## config.mk

```make
export PLATFORM = sky130hd
export DESIGN_NAME = hazard_fwd_unit
export DESIGN_NICKNAME = d
export VERILOG_FILES = /design/src/rtl/hfu_pkg.sv /design/src/rtl/hfu_tracker.sv /design/src/rtl/hazard_fwd_unit.sv
export SDC_FILE = /design/constraint.sdc
export NUM_CORES = 1
export LEC_CHECK = 0
export CORE_UTILIZATION = 47
export CTS_BUF_LIST = sky130_fd_sc_hd__clkbuf_2
export DETAILED_ROUTE_END_ITERATION = 7
export GPL_TIMING_DRIVEN = 0
export MAX_ROUTING_LAYER = met4
export PLACE_DENSITY = 0.79
export SLEW_MARGIN = 30
export SYNTH_ARGS = -nofsm -noshare
export SYNTH_HDL_FRONTEND = slang
export SYNTH_SLANG_ARGS = --single-unit
```

## constraint.sdc

```tcl
create_clock -name clk -period 2 [get_ports clk]
set_clock_uncertainty 0.1 [all_clocks]
set_input_delay 0.6 -clock clk [delete_from_list [all_inputs] [get_ports clk]]
set_output_delay 0.6 -clock clk [all_outputs]
set_load 0.01 [all_outputs]
```

## src/rtl/hfu_pkg.sv

```systemverilog
// -----------------------------------------------------------------------------
// hfu_pkg
// Shared types and helpers for the hazard/forwarding unit.
//   hfu_entry_t  : one in-flight tracker entry {valid, dst, wr, load[, setf]}
//   FWD_RF       : fwd_sel value that selects the register file
//   fwd_sel_w()  : width of one forwarding select for a given tracker depth
// Optional feature macro: HFU_FLAG_TRACK_EN (adds the per-entry setf bit).
// -----------------------------------------------------------------------------
package hfu_pkg;

    // Storage width of a destination index; REG_W of the unit must not exceed it.
    localparam int HFU_DST_W = 8;

    localparam int FWD_RF = 0;

    typedef struct packed {
        logic                 valid;
        logic [HFU_DST_W-1:0] dst;
        logic                 wr;
        logic                 load;
`ifdef HFU_FLAG_TRACK_EN
        logic                 setf;
`endif
    } hfu_entry_t;

    // Select 0 is the register file, 1..depth pick a tracker entry.
    function automatic int fwd_sel_w(input int depth);
        return $clog2(depth + 1);
    endfunction

endpackage

```

## src/rtl/hfu_tracker.sv

```systemverilog
// -----------------------------------------------------------------------------
// hfu_tracker
// Shift-register of in-flight destination writes. Entry 0 is EX, entry
// DEPTH-1 is the oldest. Every cycle each entry moves one stage older; entry 0
// takes the decoded instruction when push=1, otherwise a bubble.
// Optional feature macro: HFU_FLAG_TRACK_EN (via hfu_entry_t layout).
// Ports:
//   clk, rst   : clock, asynchronous active-high reset
//   push       : decoded instruction advances into EX this cycle
//   new_entry  : decoded instruction fields
//   entries    : current tracker contents
// -----------------------------------------------------------------------------
module hfu_tracker
    import hfu_pkg::*;
#(
    parameter int DEPTH = 3
) (
    input  logic                   clk,
    input  logic                   rst,
    input  logic                   push,
    input  hfu_entry_t             new_entry,
    output hfu_entry_t [DEPTH-1:0] entries
);

    // NOTE: every entry is reset, not just valid bits, because a stale entry
    // left valid after reset would forward or stall against garbage.
    always_ff @(posedge clk or posedge rst) begin
        if (rst) begin
            entries <= '0;
        end else begin
            // NOTE: non-blocking so every stage samples its neighbour's old
            // value; blocking here would collapse the whole shift chain.
            entries[0] <= push ? new_entry : '0;
            for (int k = 1; k < DEPTH; k++) begin
                entries[k] <= entries[k-1];
            end
        end
    end

endmodule

```

## src/rtl/hazard_fwd_unit.sv

```systemverilog
// -----------------------------------------------------------------------------
// hazard_fwd_unit
// Hazard and forwarding unit for the pipelined ARM datapath. Tracks in-flight
// destination writes for DEPTH stages, picks the youngest matching writer for
// each source operand, stalls decode on load-use and chooses live vs saved
// flags for B.LT.
// Optional feature macro: HFU_FLAG_TRACK_EN
//   defined   : setf tracked per entry, flag_live driven
//   undefined : id_sets_flags/id_reads_flags ignored, flag_live tied to 0
// Ports:
//   clk, rst                 : clock, asynchronous active-high reset
//   id_valid                 : decode holds a real instruction
//   id_src, id_src_used      : source indices and per-source read enables
//   id_dst, id_wr            : destination index and write enable
//   id_is_load               : LDUR/LDURB
//   id_sets_flags            : ADDS/SUBS
//   id_reads_flags           : B.LT
//   flush                    : squash decode instruction (taken branch)
//   stall                    : hold IF/ID, bubble into EX
//   fwd_sel                  : per source, 0 = regfile, k = entry k-1 result
//   flag_live                : 1 = live ALU flags, 0 = saved flags
//   stall_cnt                : saturating count of stall cycles
// -----------------------------------------------------------------------------
module hazard_fwd_unit
    import hfu_pkg::*;
#(
    parameter int NUM_SRC  = 2,
    parameter int DEPTH    = 3,
    parameter int REG_W    = 5,
    parameter int ZERO_REG = 31,
    parameter int LOAD_LAT = 2
) (
    input  logic                                     clk,
    input  logic                                     rst,
    input  logic                                     id_valid,
    input  logic [NUM_SRC-1:0][REG_W-1:0]            id_src,
    input  logic [NUM_SRC-1:0]                       id_src_used,
    input  logic [REG_W-1:0]                         id_dst,
    input  logic                                     id_wr,
    input  logic                                     id_is_load,
    input  logic                                     id_sets_flags,
    input  logic                                     id_reads_flags,
    input  logic                                     flush,
    output logic                                     stall,
    output logic [NUM_SRC-1:0][fwd_sel_w(DEPTH)-1:0] fwd_sel,
    output logic                                     flag_live,
    output logic [15:0]                              stall_cnt
);

    localparam int SEL_W = fwd_sel_w(DEPTH);

    hfu_entry_t [DEPTH-1:0] entries;
    hfu_entry_t             new_entry;
    logic                   push;
    logic [NUM_SRC-1:0]     src_haz;

    always_comb begin
        new_entry       = '0;
        new_entry.valid = 1'b1;
        new_entry.dst   = HFU_DST_W'(id_dst);
        new_entry.wr    = id_wr;
        new_entry.load  = id_is_load;
`ifdef HFU_FLAG_TRACK_EN
        new_entry.setf  = id_sets_flags;
`endif
    end

    // A stalled or flushed instruction stays out of EX; a bubble goes in.
    assign push = id_valid & ~stall & ~flush;

    hfu_tracker #(
        .DEPTH (DEPTH)
    ) u_tracker (
        .clk       (clk),
        .rst       (rst),
        .push      (push),
        .new_entry (new_entry),
        .entries   (entries)
    );

    // Scan from oldest to youngest so the youngest match overwrites.
    // A source reading ZERO_REG can only match a ZERO_REG writer, which is
    // excluded, so it always falls back to the register file.
    always_comb begin
        // NOTE: defaults first for every combinational output so no path
        // through the loops leaves a value held (which would infer a latch).
        fwd_sel = '0;
        src_haz = '0;
        for (int s = 0; s < NUM_SRC; s++) begin
            fwd_sel[s] = SEL_W'(FWD_RF);
            if (id_valid && id_src_used[s]) begin
                for (int k = DEPTH - 1; k >= 0; k--) begin
                    if (entries[k].valid && entries[k].wr &&
                        entries[k].dst == HFU_DST_W'(id_src[s]) &&
                        entries[k].dst != HFU_DST_W'(ZERO_REG)) begin
                        fwd_sel[s] = SEL_W'(k + 1);
                        src_haz[s] = entries[k].load && (k < LOAD_LAT - 1);
                    end
                end
            end
        end
    end

    // Flush wins: the instruction is being squashed, so nothing to wait for.
    assign stall = (|src_haz) & ~flush;

`ifdef HFU_FLAG_TRACK_EN
    // Only a setter directly ahead in EX has flags not yet saved.
    assign flag_live = id_valid & id_reads_flags & entries[0].valid & entries[0].setf;
`else
    logic unused_flag_inputs;
    assign unused_flag_inputs = id_sets_flags ^ id_reads_flags;
    assign flag_live = 1'b0;
`endif

    always_ff @(posedge clk or posedge rst) begin
        if (rst) begin
            stall_cnt <= 16'd0;
        end else if (stall && stall_cnt != 16'hFFFF) begin
            stall_cnt <= stall_cnt + 16'd1;
        end
    end

endmodule

```

==> results.toml <==
[route]
routed_wl_mm = 6.722
drt-initial-drc-count = 144
vias = 1897
drt_first_pass_iters = 4
postRouteAntennaNets = 0
drt_drc_violations_left = 0
wl_per_cell_um = 19.65
viasPerCell = 5.547

[run_status]
outcome = "finished with violations"
violations = "negative setup slack"

[critical_path]
cp-end-kind = "output pin"
crit_fanout = 3
cp.arrival_ps = 2020
worstPathRequired_ps = 1300
crit_path_top_delay_cell = "dfrtp_2"
worstPathCellList = "buf_6 -> buf_4 -> xnor2_1 -> nand3_1 -> buf_4 -> a21oi_2 -> buf_2"
crit_top_cell = "buf_4"
cpPeakStageDelay_ps = 470
worstSetupPathType = "reg -> out"
startpoint_type = "flip-flop"

[logic_synthesis]
synth_edf_count = 0
synth_top_cell_by_area = "dfrtp_1"
synthArstFlopShare_pct = 100.0
yosysWarnings = 0
synth_top_area_share_pct = 46.80
syn_area_um2 = 2032
synth.distinct_cells = 38
ys_ff_latch = 38
yosysMostFrequentCell = "dfrtp_1"
seq_area_frac_synth_pct = 46.80
synth.area.top_cells = "dfrtp_1 47%, xor2_1 13%, xnor2_1 6.5%, nand2_1 3.1%, nand4_1 3.1%"
yosys-top-cells-count = "38 x dfrtp_1, 30 x xor2_1, 17 x nand2_1"
syn_nets = 218
synth_cells = 192
ys.flop_type = "dfrtp_1"
avgSynthCellArea_um2 = 10.58

[timing]
fin_crit_sh_pct = 135.8
whs_ps = 265.8
finalSetupViolCount = 19
period_minus_slack_ps = 2716
drv_slew = 0
fmax_ghz = 0.3682
final-hold-violation-count = 0
grt_setup_unrepaired = "true"
setup_slack_ps = -715.7

[place]
hpwl_mm = 3.280
placed_cells = 286
portBuffers = 43
dp_slack_ps = -1381
place_area_um2 = 2571
place_congestion = 0.8573

[clocking]
cts_buffers = 5
cts_buffer_depth = 2
clkTransAtPathRegs_ps = 220
clk_latency_ps = 440
hold_buffers = 0
cts_max_level = 2
root_buffer = "clkbuf_2"
cts_sinks = 38
cts_tree = "done"

[min_path]
hp-class = "in -> async"

[cells_and_area]
diodes = 0
drive_gt1_share_pct = 44.52
syn2layout_area_growth_pct = 64.41
design_area_um2 = 3341
nNetsFinal = 317
stdcell_count = 342
fillCellCount = 220

[floorplanning]
start_util_pct = 49.72
fp.dieH_um = 67.75
dieArea_um2 = 4590
ios = 47
die_x_um = 67.75
coreArea_um2 = 4086
row_count = 23

[global_route]
grt_pass1_vias = 1789
grt_start_max_net_pins = 30
grt_pass1_wl_mm = 9.080
grt-ovfl-total = 0
antenna_found_initial = 0
gr-usage-all-layers_pct = 29.13

[power]
ir_drop_mv = 0.3130
power_uw = 1396
power_density_nw_per_um2 = 417.9
leakage_uw = 0.001666

[job]
drv_cap = 0
## worst max-delay path: cells and delay by family (launching register included)
kind / cells / cell delay, ps
flops: 1 / 470
compound gates: 1 / 130
xor+xnor: 1 / 230
buf+inv: 4 / 590
simple gates: 1 / 180
## where the power goes
| part | switching [uW] | leakage (uW) | internal, uW |
|---|---|---|---|
| registers | 20.7 | 0.000493 | 788 |
| clock network | 273 | 0.0000264 | 79.4 |
| logic | 124 | 0.00115 | 112 |
| total | 417 | 0.00167 | 979 |
## kinds of logic after synthesis
group / Yosys count / synth area share, %
XOR/XNOR: 45 / 19.40
adder cells (fa/ha/maj): 1 / 0.6157
buffers and inverters: 8 / 2.093
AO/OA/AOI/OAI: 13 / 4.927
other: 1 / 0.1846
multiplexers: 2 / 1.108
AND/OR/NAND/NOR: 84 / 24.88
flip-flops: 38 / 46.80
## per-stage QoR
step	TNS [ps]	util, %
global route	-6244	81.75
detailed placement	-25520	62.92
global placement	-38980	62.43
floorplan	-907.6	-
finish	-4464	81.75
CTS	-3341	76.03
## registers in the layout, summed over array words and instances, names as in the netlist
signal	cells
u_tracker.entries	22
stall_cnt	16
## layout by cell type (no fill, tap or decap), drive strengths merged, types with 2 or more instances in the layout
cell           instances
a21oi                  6
a2111oi                2
nand2                 17
nor2                  11
and3                   2
nor3b                  3
nor2b                  3
clkbuf                 7
buf                   58
dlygate4sd2           22
dfrtp                 38
clkdlybuf4s50          9
xor2                  30
nor4                  10
or3                    2
or2                    2
nand4                 10
clkinv                 2
clkdlybuf4s15          4
nor3                   8
nand3                 12
xnor2                 15
mux2                   2
inv                    4
## per-layer routing
layer / global-route usage (%) / wire length [um] / vias to the layer above
met5: - / 0 / -
met4: 11.44 / 235 / 0
met3: 5.912 / 386 / 23
met2: 44.06 / 3395 / 69
met1: 38.18 / 2704 / 945
li1: - / - / 860
## area by class of cell
type	count	area, um2	share of cell area, %
plain buffers	4	42.54	1.273
flip-flops and latches	38	958.4	28.69
clock buffers	5	25.02	0.7491
clock inverters	3	16.27	0.4869
multi-input cells	146	1415	42.36
inverters	4	15.01	0.4494
repair buffers	92	805.8	24.12
well taps	50	62.56	1.873
## worst paths after layout
kind                                             from                    end  slack (ps)  depth (start not counted)
worst max-delay path             u_tracker.entries[5]             fwd_sel[0]        -720                          7
worst min-delay path                              rst           stall_cnt[7]         270                          2
worst max register to register           stall_cnt[6]          stall_cnt[12]        -160                          6
worst min register to register  u_tracker.entries[10]  u_tracker.entries[21]         290                          0
max in group asynchronous                         rst   u_tracker.entries[4]        1060                          3
min in group clk                u_tracker.entries[10]  u_tracker.entries[21]         290                          0
## timing repair
item	in CTS	in global routing
endpoints found under the setup margin	45	29
resized for setup	101	35
buffers inserted	40	9
pin swaps	21	31
cloned	1	0
Power figures use the tool's default switching activity.
